**src/rtl/sram_arbiter_pkg.sv**
```systemverilog
`default_nettype none
// ============================================================================
// Module   : sram_arbiter_pkg
// Purpose  : Shared widths, FSM state encoding and a saturating-increment
//            helper for the two-requester SRAM arbiter.
// Contents : ADDR_W, DATA_W, REQ_N, CNT_W, state_t, ST_* state constants,
//            sat_inc().
// Revision : 1.0 - initial release
// ============================================================================
package sram_arbiter_pkg;

  localparam int ADDR_W = 3;
  localparam int DATA_W = 8;
  localparam int REQ_N  = 2;
  localparam int CNT_W  = 16;

  typedef logic [1:0] state_t;

  localparam state_t ST_IDLE  = 2'd0;
  localparam state_t ST_ISSUE = 2'd1;
  localparam state_t ST_WAIT  = 2'd2;
  localparam state_t ST_RESP  = 2'd3;

  // Counter increment that sticks at all-ones instead of wrapping.
  function automatic logic [CNT_W-1:0] sat_inc(input logic [CNT_W-1:0] v);
    return (&v) ? v : v + 1'b1;
  endfunction

endpackage
`default_nettype wire

```
**src/rtl/sram_arbiter_rr.sv**
```systemverilog
`default_nettype none
// ============================================================================
// Module   : sram_arbiter_rr
// Purpose  : Combinational two-way round-robin picker.
// Ports    : valid [REQ_N-1:0] in  - pending requests (bit N = requester N)
//            last             in  - 1: requester 1 was served last,
//                                    0: requester 0 was served last
//            grant [REQ_N-1:0] out - one-hot grant (zero when no valid)
// Revision : 1.0 - initial release
// ============================================================================
module sram_arbiter_rr
  import sram_arbiter_pkg::*;
(
  input  logic [REQ_N-1:0] valid,
  input  logic             last,
  output logic [REQ_N-1:0] grant
);

  // A lone requester always wins; on a contest the one not served last wins.
  always_comb begin
    grant    = '0;
    grant[0] = valid[0] & (~valid[1] | last);
    grant[1] = valid[1] & (~valid[0] | ~last);
  end

endmodule
`default_nettype wire

```
**src/rtl/sram_arbiter.sv**
```systemverilog
`default_nettype none
// ============================================================================
// Module   : sram_arbiter
// Purpose  : Arbitrates two requesters onto a single-port SRAM with a
//            registered read output (one cycle read latency).
// Ports    : clk, rst (synchronous, active-low)
//            req{0,1}_valid/we/addr/wdata in, req{0,1}_ready out
//            rsp{0,1}_valid/rdata out
//            mem_write, mem_read, mem_addr, mem_wdata out; mem_rdata in
//            busy out (FSM not in IDLE)
//            grant_cnt0/1 out (only with SRAM_ARBITER_STATS_EN defined)
// Options  : SRAM_ARBITER_STATS_EN - adds saturating 16-bit grant counters.
// Revision : 1.0 - initial release
// ============================================================================
module sram_arbiter
  import sram_arbiter_pkg::*;
(
  input  logic              clk,
  input  logic              rst,
  input  logic              req0_valid,
  input  logic              req0_we,
  input  logic [ADDR_W-1:0] req0_addr,
  input  logic [DATA_W-1:0] req0_wdata,
  output logic              req0_ready,
  input  logic              req1_valid,
  input  logic              req1_we,
  input  logic [ADDR_W-1:0] req1_addr,
  input  logic [DATA_W-1:0] req1_wdata,
  output logic              req1_ready,
  output logic              rsp0_valid,
  output logic [DATA_W-1:0] rsp0_rdata,
  output logic              rsp1_valid,
  output logic [DATA_W-1:0] rsp1_rdata,
  output logic              mem_write,
  output logic              mem_read,
  output logic [ADDR_W-1:0] mem_addr,
  output logic [DATA_W-1:0] mem_wdata,
  input  logic [DATA_W-1:0] mem_rdata,
`ifdef SRAM_ARBITER_STATS_EN
  output logic [CNT_W-1:0]  grant_cnt0,
  output logic [CNT_W-1:0]  grant_cnt1,
`endif
  output logic              busy
);

  state_t            r_state;
  logic              r_owner;   // 0: requester 0, 1: requester 1
  logic              r_we;
  logic [ADDR_W-1:0] r_addr;
  logic [DATA_W-1:0] r_wdata;
  logic [DATA_W-1:0] r_rdata;
  logic              r_last;    // 1: requester 1 served last

  logic [REQ_N-1:0]  w_grant;
  logic              w_accept;

  sram_arbiter_rr u_rr (
    .valid ({req1_valid, req0_valid}),
    .last  (r_last),
    .grant (w_grant)
  );

  // Acceptance is only possible in IDLE and never while reset is asserted.
  assign w_accept = rst && (r_state == ST_IDLE) && (|w_grant);

  always_ff @(posedge clk) begin
    if (!rst) begin
      r_state <= ST_IDLE;
      r_owner <= 1'b0;
      r_we    <= 1'b0;
      r_addr  <= '0;
      r_wdata <= '0;
      r_rdata <= '0;
      r_last  <= 1'b1;
    end else begin
      case (r_state)
        ST_IDLE: begin
          if (w_accept) begin
            r_state <= ST_ISSUE;
            r_owner <= w_grant[1];
            r_we    <= w_grant[1] ? req1_we    : req0_we;
            r_addr  <= w_grant[1] ? req1_addr  : req0_addr;
            r_wdata <= w_grant[1] ? req1_wdata : req0_wdata;
            // Writes respond with zero data; reads overwrite this in WAIT.
            r_rdata <= '0;
            r_last  <= w_grant[1];
          end
        end
        ST_ISSUE: r_state <= r_we ? ST_RESP : ST_WAIT;
        ST_WAIT: begin
          // The SRAM registered its output on the ISSUE edge.
          r_rdata <= mem_rdata;
          r_state <= ST_RESP;
        end
        ST_RESP: r_state <= ST_IDLE;
        default: r_state <= ST_IDLE;
      endcase
    end
  end

  // All outputs are forced low while rst is held, including the cycle in
  // which reset is first sampled.
  assign req0_ready = w_accept & w_grant[0];
  assign req1_ready = w_accept & w_grant[1];
  assign busy       = rst && (r_state != ST_IDLE);
  assign mem_write  = rst && (r_state == ST_ISSUE) &&  r_we;
  assign mem_read   = rst && (r_state == ST_ISSUE) && !r_we;
  assign mem_addr   = rst ? r_addr  : '0;
  assign mem_wdata  = rst ? r_wdata : '0;
  assign rsp0_valid = rst && (r_state == ST_RESP) && !r_owner;
  assign rsp1_valid = rst && (r_state == ST_RESP) &&  r_owner;
  assign rsp0_rdata = rsp0_valid ? r_rdata : '0;
  assign rsp1_rdata = rsp1_valid ? r_rdata : '0;

`ifdef SRAM_ARBITER_STATS_EN
  logic [CNT_W-1:0] r_cnt0;
  logic [CNT_W-1:0] r_cnt1;

  always_ff @(posedge clk) begin
    if (!rst) begin
      r_cnt0 <= '0;
      r_cnt1 <= '0;
    end else begin
      if (req0_ready) r_cnt0 <= sat_inc(r_cnt0);
      if (req1_ready) r_cnt1 <= sat_inc(r_cnt1);
    end
  end

  assign grant_cnt0 = rst ? r_cnt0 : '0;
  assign grant_cnt1 = rst ? r_cnt1 : '0;
`endif

endmodule
`default_nettype wire

```
**config.mk**
```make
export PLATFORM = sky130hd
export DESIGN_NAME = sram_arbiter
export DESIGN_NICKNAME = d
export VERILOG_FILES = /design/src/rtl/sram_arbiter_pkg.sv /design/src/rtl/sram_arbiter_rr.sv /design/src/rtl/sram_arbiter.sv
export SDC_FILE = /design/constraint.sdc
export NUM_CORES = 1
export LEC_CHECK = 0
export ABC_AREA = 1
export ABC_CLOCK_PERIOD_IN_PS = 3900
export CAP_MARGIN = 5
export CORE_MARGIN = 2
export CORE_UTILIZATION = 30
export DETAILED_ROUTE_END_ITERATION = 8
export GPL_ROUTABILITY_DRIVEN = 0
export HOLD_SLACK_MARGIN = 0.12
export SLEW_MARGIN = 40
export SYNTH_ARGS = -nofsm -noshare
export SYNTH_HDL_FRONTEND = slang
export SYNTH_SLANG_ARGS = --single-unit
```
**constraint.sdc**
```tcl
create_clock -name clk -period 3.9 [get_ports clk]
set_input_delay 0.585 -clock clk [delete_from_list [all_inputs] [get_ports clk]]
set_output_delay 0.585 -clock clk [all_outputs]
set_load 0.02 [all_outputs]
```
# Word level (Yosys, flattened, before mapping)

Cells that the tools add are included.

Memory bits (writable): 0
ROM bits: 0
Bits in latches: 0
Output and inout port bits: 34
Input port bits: 36
Register bits after elaboration: 24
Memories kept: 0
Logic and storage cells: 49

$mul: 0
Mux-type cells: 12
Equal/unequal tests: 4
Shifts and indexed selects: 0
Add/sub/neg operators: 0
Bitwise operators: 9
Div/mod/pow operators: 0
Order comparisons: 0
Reduce and logical (&&, ||, !) cells: 17

Operators by type and width:

| operator                                                               | count |
|---|---|
| 8-bit 2-to-1 mux                                                       | 5 |
| 8-bit case mux with 2 select lines                                     | 1 |
| 1-bit logical AND                                                      | 9 |
| 2-bit case mux with 4 select lines                                     | 1 |
| 3-bit 2-to-1 mux                                                       | 2 |
| 1-bit bitwise AND                                                      | 4 |
| 2-bit equality test (second input constant)                            | 2 |
| 2-bit AND reduction                                                    | 2 |
| 2-bit nonzero test                                                     | 2 |
| 1-bit inverter                                                         | 3 |
| 2-bit by 1-bit equality test with 1-bit output (second input constant) | 1 |
| 1-bit zero test                                                        | 2 |
| 2-bit zero test                                                        | 1 |
| 1-bit 2-to-1 mux                                                       | 2 |
| 2-bit 2-to-1 mux                                                       | 1 |
| 2-bit != test (second input constant)                                  | 1 |
| 1-bit OR                                                               | 2 |
| 2-bit OR reduction                                                     | 1 |

# Logic depth before layout (Yosys ltp)

Word-level depth: 7
Gate-level depth with buffers: 8
Gate-level depth less buffers: 8

# Modules after synthesis

A second synthesis with hierarchy kept.

Cell total of the unflattened synthesis: 212
Area, all modules: 1406.3 um^2

Modules (own cells, without submodules):

| module          | area an instance (um^2) | cells an instance | sequential area each (um^2) | times used |
|---|---|---|---|---|
| sram_arbiter    | 1378.8                  | 208               | 480.5                       | 1 |
| sram_arbiter_rr | 27.5                    | 4                 | 0.0                         | 1 |

# Least setup slack after synthesis

Ideal clock, no wire load.

Path type: input to output
Start: input rst
End: output rsp1_rdata[0]
Required time: 3315 ps
Slack: 1723 ps
Stages on the path: 5
Arrival time: 1592 ps
Buffers on the path: 1
Path through: buf_6 nand2_1 nor2_1 inv_1 nor2_1

Longest elaborated chain between the ends: 3

RTL lines:

| item                            | line                | source |
|---|---|---|
| from (decl)                     | sram_arbiter.sv:19  | `input logic rst,` |
| 1-bit logical AND (2 in series) | sram_arbiter.sv:111 | `assign rsp1_valid = rst && (r_state == ST_RESP) && r_owner;` |
| via rsp1_valid                  | sram_arbiter.sv:32  | `output logic rsp1_valid,` |
| 8-bit 2-to-1 mux                | sram_arbiter.sv:113 | `assign rsp1_rdata = rsp1_valid ? r_rdata : '0;` |
| to (decl)                       | sram_arbiter.sv:33  | `output logic [DATA_W-1:0] rsp1_rdata,` |

The timed path passes the listed nets, and every way through them passes these cells.

# Final worst setup path

Start: input rst
End: output mem_write

Longest elaborated chain between the ends: 2

RTL lines:

| item                            | line                | source |
|---|---|---|
| 1-bit logical AND (2 in series) | sram_arbiter.sv:106 | `assign mem_write = rst && (r_state == ST_ISSUE) && r_we;` |
| to (decl)                       | sram_arbiter.sv:34  | `output logic mem_write,` |

No other way between the ends.

==> results.txt <==
Seq cells post-synth -> 24
Post-synth EDFFs -> 0
Fillers -> 531
f_max -> 318 MHz
H-tree levels -> 1
drt pass-1 iters -> 4
Mean Syn Cell Area -> 6.76 µm²
max_cap viols -> 0
Yosys warning total -> 0
Final Hold Viols -> 0
Root Driver -> clkbuf_8
Crit Path Max Fanout -> 12
Die Wd -> 76.0 µm
critical path class -> input pin to primary output
Final Util -> 0.460
Post-Syn Area -> 1550 µm²
Post-Place Cells -> 362
share of the synthesized area in the top cell type -> 0.309
R2R setup slack -> 2290 ps
Syn Nets -> 271
Tcrit/Tclk final -> 0.806
Synth area leaders -> dfxtp_1 (31%), nand2_1 (15%), inv_1 (12%)
routed wire length -> 3.71 mm
Tot GR Track Use -> 0.139
Pwr Density -> 424 nW/µm²
Hold WS -> 475 ps
vias per cell -> 4.10
clk slew on worst S/H paths -> 80 ps
worst r2r src -> r_state[0]
setup violators final -> 0
FF-to-FF path depth -> 8
initial antenna violation count -> 0
critical path startpoint -> rst
Starting Density -> 0.308
die area -> 5770 µm²
Mapped Cells -> 230
CTS tree -> done
Max Root-Sink Buffers -> 2
CTS Hold Bufs -> 0
largest net degree at the start of global routing -> 35
Ports -> 70
clock latency at the later pin of the worst-skew pair -> 270 ps
vias in the first global route -> 1448
Post-DRT Antenna Nets -> 0
most frequent cells after synthesis -> nand2_1 (62), inv_1 (49), nor2_1 (27)
Setup TNS -> 0 ps
Routed WL per cell -> 10.1 µm
total CTS buffers -> 3
DR iter-0 viols -> 37
global-route wire length before repair -> 6.67 mm
core area -> 5040 µm²
HPWL after DPL -> 2.87 mm
Slew Viols, Final -> 0
CP required -> 3310 ps
Sink Count -> 24
post-synthesis sequential area ratio -> 0.309
PortBufs -> 69
Inserted Diodes -> 0
cell taking the most area after synthesis -> dfxtp_1
most used flip-flop cell after synthesis -> dfxtp_1
final net count -> 338
GR Overflow Total -> 0
Post-CTS Setup Inserts -> 0
startpoint class of the critical path -> input pin
status -> finished, final reports clean
die height -> 76.0 µm
fraction of layout cells with a size suffix above 1 -> 0.125
FF-to-FF End -> r_rdata[0]
Crit. End Element -> primary output
routed vias -> 1500
most numerous cell in the Yosys netlist -> nand2_1
Worst Tran Pin Value -> 521 ps
FP Rows -> 26
HP Class -> flip-flop to flip-flop
distinct cell type count after synthesis -> 24
clk_skew -> 3.77 ps
RSZ-0062 raised after global routing -> false
Area growth syn-to-layout -> 49.4%
data arrival time of the critical path -> 2560 ps
Slew headroom -> 0.653
ys async rst share -> 0
post-detailed-route DRC marker count -> 0
Post-Layout Cell Count -> 366
Worst setup endpoint -> mem_write
Peak VDD IR -> 0.197 mV
leak pwr -> 1.07 nW
post-CTS sizing -> 0
final critical-path required period -> 3140 ps
-- per-stage QoR --
stage | power, W | instance area (µm²) | worst slack, ps
CTS | 0.000999 | 2320 | 724
detailed placement | 0.000826 | 2270 | 720
global placement | 0.000821 | 2270 | 722
global route | 0.00107 | 2320 | 523
floorplan | 0.000694 | 1550 | 1720
finish | 0.000985 | 2320 | 756
-- cell type report --
class / instances / area (µm²) / share of cell area
multi-input combinational: 146 / 798 / 0.344
timing repair buffer: 71 / 706 / 0.304
sequential: 24 / 480 / 0.207
inverter: 51 / 194 / 0.0836
tap: 70 / 87.6 / 0.0377
clock buffer: 4 / 55.1 / 0.0237
-- critical path: stages --
cell             delay [ps]
clkdlybuf4s50_1         760
inv_1                   380
nor2_1                  210
clkdlybuf4s50_1         620
-- per-layer routing --
| metal | global-route usage | up-vias | share of wire | routed length (µm) |
|---|---|---|---|---|
| li1 | - | 818 | - | - |
| met1 | 0.171 | 651 | 0.46 | 1710 |
| met2 | 0.248 | 27 | 0.50 | 1840 |
| met3 | 0.0237 | 4 | 0.029 | 107 |
| met4 | 0.0418 | 0 | 0.011 | 39 |
| met5 | 0 | - | 0 | 0 |
-- how the worst min path moves through the flow --
stage | startpoint | slack (ps) | cells after the start | end
after global placement | r_last | 450 | 2 | r_last
final | r_last | 480 | 2 | r_last
after detailed placement | r_last | 450 | 2 | r_last
after global routing | r_rdata[6] | 500 | 2 | r_rdata[6]
after CTS | r_last | 480 | 2 | r_last
after floorplan | r_last | 430 | 2 | r_last
-- power by group --
group | internal, W | switching (W) | total [W]
Sequential | 0.000308 | 0.0000300 | 0.000338
Clock | 0.0000902 | 0.0000783 | 0.000168
Combinational | 0.000195 | 0.000283 | 0.000478
-- cells by family (layout without fill, tap and decap cells) --
logic type,Yosys count,after routing,synth area share
buffers and inverters,60,126,0.177
flip-flops,24,24,0.309
adder cells (fa/ha/maj),5,5,0.0403
AND/OR/NAND/NOR,107,107,0.316
AO/OA/AOI/OAI,34,34,0.157
-- sequential cells by signal, indices dropped and copies added (netlist names) --
signal and count:
r_rdata 8, r_owner 1, r_addr 3, r_state 2, r_last 1, r_we 1, r_wdata 8
-- placed cells by master (no fill, tap or decap), drive strengths merged --
| cell | netlist | layout |
|---|---|---|
| clkdlybuf4s50 | 0 | 69 |
| nand2 | 66 | 66 |
| inv | 51 | 51 |
| nor2 | 28 | 28 |
| dfxtp | 24 | 24 |
| o21ai | 23 | 23 |
| nand3 | 12 | 12 |
| a21oi | 8 | 8 |
| ha | 5 | 5 |
| clkbuf | 0 | 4 |
| buf | 9 | 2 |
| o211ai | 1 | 1 |
| nand3b | 1 | 1 |
| o21bai | 1 | 1 |
| a31oi | 1 | 1 |
Power figures use the tool's default switching activity.
